**src/rtl/mem_reader.sv**
```systemverilog
// Single-beat memory read master: issues one request per accepted start and
// reports a registered result byte, or aborts after TIMEOUT unacknowledged cycles.
module mem_reader #(
  parameter int unsigned TIMEOUT = 15
) (
  input  logic       clk_i,
  input  logic       rst_i,
  input  logic       start_i,
  input  logic [7:0] addr_i,
  output logic       busy_o,
  output logic       mem_req_o,
  output logic [7:0] mem_addr_o,
  input  logic       mem_ack_i,
  input  logic [7:0] mem_data_i,
  output logic [7:0] data_out_o,
  output logic       done_o,
  output logic       error_o
);

  typedef enum logic [1:0] {StIdle, StReq, StDone, StErr} state_e;

  localparam logic [7:0] TimeoutCnt = 8'(TIMEOUT);

  state_e     state_q, state_d;
  logic [7:0] cnt_q, cnt_d;
  logic [7:0] mem_addr_q, mem_addr_d;
  logic [7:0] data_q, data_d;

  always_ff @(posedge clk_i or posedge rst_i) begin
    if (rst_i) begin
      state_q    <= StIdle;
      cnt_q      <= 8'h00;
      mem_addr_q <= 8'h00;
      data_q     <= 8'h00;
    end else begin
      state_q    <= state_d;
      cnt_q      <= cnt_d;
      mem_addr_q <= mem_addr_d;
      data_q     <= data_d;
    end
  end

  always_comb begin
    state_d    = state_q;
    cnt_d      = cnt_q;
    mem_addr_d = mem_addr_q;
    data_d     = data_q;
    unique case (state_q)
      StIdle: begin
        if (start_i) begin
          mem_addr_d = addr_i;
          cnt_d      = 8'h00;
          state_d    = StReq;
        end
      end
      StReq: begin
        // An ack on the final allowed cycle takes priority over the timeout.
        if (mem_ack_i) begin
          data_d  = mem_data_i;
          state_d = StDone;
        end else begin
          cnt_d = cnt_q + 8'h01;
          if (cnt_d == TimeoutCnt) begin
            state_d = StErr;
          end
        end
      end
      StDone:  state_d = StIdle;
      StErr:   state_d = StIdle;
      default: state_d = StIdle;
    endcase
  end

  // Status outputs are pure state decodes so reset clears them without a clock.
  assign busy_o     = (state_q != StIdle);
  assign mem_req_o  = (state_q == StReq);
  assign done_o     = (state_q == StDone);
  assign error_o    = (state_q == StErr);
  assign mem_addr_o = mem_addr_q;
  assign data_out_o = data_q;

endmodule

```
**config.mk**
```make
export PLATFORM = sky130hd
export DESIGN_NAME = mem_reader
export DESIGN_NICKNAME = d
export VERILOG_FILES = /design/src/rtl/mem_reader.sv
export SDC_FILE = /design/constraint.sdc
export NUM_CORES = 1
export LEC_CHECK = 0
export CAP_MARGIN = 10
export CORE_ASPECT_RATIO = 1.4
export CORE_UTILIZATION = 34
export CTS_CLUSTER_SIZE = 14
export DETAILED_ROUTE_END_ITERATION = 16
export RECOVER_POWER = 100
export SYNTH_ARGS = -nofsm -noshare
export SYNTH_HDL_FRONTEND = slang
export SYNTH_SLANG_ARGS = --single-unit
```
**constraint.sdc**
```tcl
create_clock -name clk_i -period 2.09 [get_ports clk_i]
set_input_delay 0.418 -clock clk_i [delete_from_list [all_inputs] [get_ports clk_i]]
set_output_delay 0.418 -clock clk_i [all_outputs]
set_load 0.05 [all_outputs]
```
==> out/qor.txt <==
status: finished clean
Fin. Hold Viols: 0
PortBufs: 39
r2r endpoint: mem_addr_o[1]$_DFFE_PP0P_
share of synthesized registers carrying an async set or reset: 1.000
library cells used by synthesis: 32
Core Area: 0.003378 mm²
largest net degree at the start of global routing: 27
Crit path depth: 1
worst setup margin: 0.1695 ns
Pwr Density: 1402 mW/mm²
dpl ws: 0.05975 ns
deepest clock path buffer count: 2
Post-synth EDFFs: 0
worst-path fanout max: 2
DIE HEIGHT: 72.29 µm
H-tree depth: 1
final slew viol count: 0
TritonCTS clock tree: done
DRT Pass-1 Iters: 4
Critical Path Source: mem_addr_o[4]$_DFFE_PP0P_
first-pass GRT wire length: 4.195 mm
clk_lat worst skew: 0.26 ns
clock slew at the register clock pins of the worst setup and hold paths: 0.09 ns
Yosys Warn Count: 0
CTS sink cnt: 26
worst-margin pin slew: 0.5184 ns
Max IR drop VDD: 0.0008260 V
ANT nets after route: 0
post-synthesis sequential area ratio: 0.5422
slowest CP cell: dlygate4sd3_1
Tmin final: 1.920 ns
share of cells above drive strength 1: 0.2254
clk_skew: 0.001980 ns
Num CTS Buffers: 3
Post-Syn Nets: 118
crit path DAT: 1.50 ns
Max Cap Viol: 0
initial antenna violation count: 0
drt wl/cell: 13.99 µm
total wire length: 2.546 mm
most frequent cells in the layout: 26 x dfrtp_1, 19 x dlygate4sd3_1, 17 x mux2_2
ANT cells: 0
commonest non-fill, non-tap cell in the layout: dfrtp_1
Critical Path End: mem_addr_o[4]
Core Rows: 25
Fmax: 520.7 MHz
critical path type: flop to output pin
Syn Std Cell Area: 0.001200 mm²
Power Total: 2363 µW
GRT Resource Usage Total: 0.1475
Layout area overhead: 40.46%
Top delay family on crit path: buffers and inverters
NumNets Final: 165
Worst Hold Class: flop to flop
grt ovf: 0
# IOs: 40
cells after synthesis: 96
DRC viols: 0
internal reg-to-reg setup slack: 0.33 ns
Leak: 0.0007385 µW
Starting Density: 0.3552
post-cts hold buffer count: 0
die footprint: 0.003774 mm²
Setup crit start kind: flop
Slew headroom: 0.6532
detailed placement HPWL: 1.934 mm
RSZ-0062 raised after global routing: false
fin crit share: 0.9189
CP max stage delay: 0.87 ns
main flop type after synthesis: dfrtp_1
routability-driven placement congestion ratio: 0.8825
worst reg-to-reg path cell count: 4
Setup Total Neg Slack: 0 ns
Vias: 954
DR iter-0 viols: 31
Syn Area/Cell: 12.50 µm²
FF-to-FF Start: state_q[1]$_DFFE_PP0P_
Synth Register Bits: 26
number of setup buffers added after CTS: 0
fillers: 330
Die Wd: 52.21 µm
vias in the first global route: 936
critical-path cell list: dlygate4sd3_1
# setup viols final: 0
CP required: 1.67 ns
vias per cell: 5.242
CP bufs+invs: 1
Worst setup EP type: output pin
CTS root buf: clkbuf_8
==> through the flow <==
| step | util | cell area [µm²] | cells | hold WS [ns] |
|---|---|---|---|---|
| global placement | 0.4915 | 1660 | 178 | 0.4690 |
| floorplan | - | 1200 | 96 | 0.4467 |
| global route | 0.4989 | 1685 | 182 | 0.5025 |
| detailed placement | 0.4915 | 1660 | 178 | 0.4759 |
| finish | 0.4989 | 1685 | 182 | 0.4924 |
| CTS | 0.5074 | 1714 | 182 | 0.4881 |
==> state kept, by name (all words and copies together) (netlist names) <==
signal and flops:
mem_addr_o 8, state_q 2, data_out_o 8, cnt_q 8
==> how the worst min path moves through the flow <==
stage | startpoint | to | slack (ns) | cells after the start
detailed placement | cnt_q[7]$_DFFE_PP0P_ | cnt_q[7]$_DFFE_PP0P_ | 0.48 | 1
CTS | cnt_q[7]$_DFFE_PP0P_ | cnt_q[7]$_DFFE_PP0P_ | 0.49 | 1
floorplan | cnt_q[7]$_DFFE_PP0P_ | cnt_q[7]$_DFFE_PP0P_ | 0.45 | 1
global route | cnt_q[7]$_DFFE_PP0P_ | cnt_q[7]$_DFFE_PP0P_ | 0.50 | 1
finish | cnt_q[7]$_DFFE_PP0P_ | cnt_q[7]$_DFFE_PP0P_ | 0.49 | 1
global placement | cnt_q[7]$_DFFE_PP0P_ | cnt_q[7]$_DFFE_PP0P_ | 0.47 | 1
==> layout make-up <==
type                       count  area (µm²)  area share
sequential                    26       650.6      0.3860
multi-input combinational     61       498.0      0.2955
timing repair buffer          44       405.4      0.2405
clock buffer                   4       55.05     0.03267
tap                           40       50.05     0.02970
inverter                       7       26.28     0.01559
==> metal layers <==
metal / track usage / vias to the layer above / wire length, µm
met1: 0.1691 / 476 / 970
li1: - / 439 / -
met5: 0 / - / 0
met3: 0.02306 / 2 / 137
met4: 0.06725 / 0 / 28
met2: 0.2621 / 37 / 1410
==> power breakdown <==
| part | internal [µW] | leakage [µW] | switching (µW) | total, µW |
|---|---|---|---|---|
| Sequential | 681 | 0.000322 | 97.9 | 779 |
| Clock | 168 | 0.0000288 | 153 | 321 |
| Combinational | 433 | 0.000387 | 830 | 1260 |
| Total | 1280 | 0.000738 | 1080 | 2360 |
==> synthesized netlist by cell type (all sizes together), types with 2 or more instances <==
master	count	area, µm²
dfrtp	26	650.6
mux2	17	191.4
inv	7	26.28
nand3	4	20.02
o21ai	4	20.02
and3	3	18.77
nand2	3	13.77
a31oi	2	12.51
and2b	2	17.52
buf	2	10.01
ha	2	25.02
mux2i	2	20.02
nor2	2	7.510
nor2b	2	12.51
nor3b	2	26.28
o31ai	2	15.01
or3b	2	17.52
==> kinds of logic (layout without fill, tap and decap cells) <==
| group | Yosys count | after routing | share of synthesized area |
|---|---|---|---|
| mux | 19 | 19 | 0.1762 |
| compound gates | 16 | 16 | 0.09698 |
| buf+inv | 9 | 55 | 0.03024 |
| simple gates | 24 | 24 | 0.1335 |
| fa+ha+maj | 2 | 2 | 0.02085 |
| flops | 26 | 26 | 0.5422 |
==> what timing repair did <==
action / CTS / global route
gates resized for setup: 1 / 0
endpoints found under the setup margin: 1 / 0
hold endpoints to repair: 0 / 0
Power figures use the tool's default switching activity.
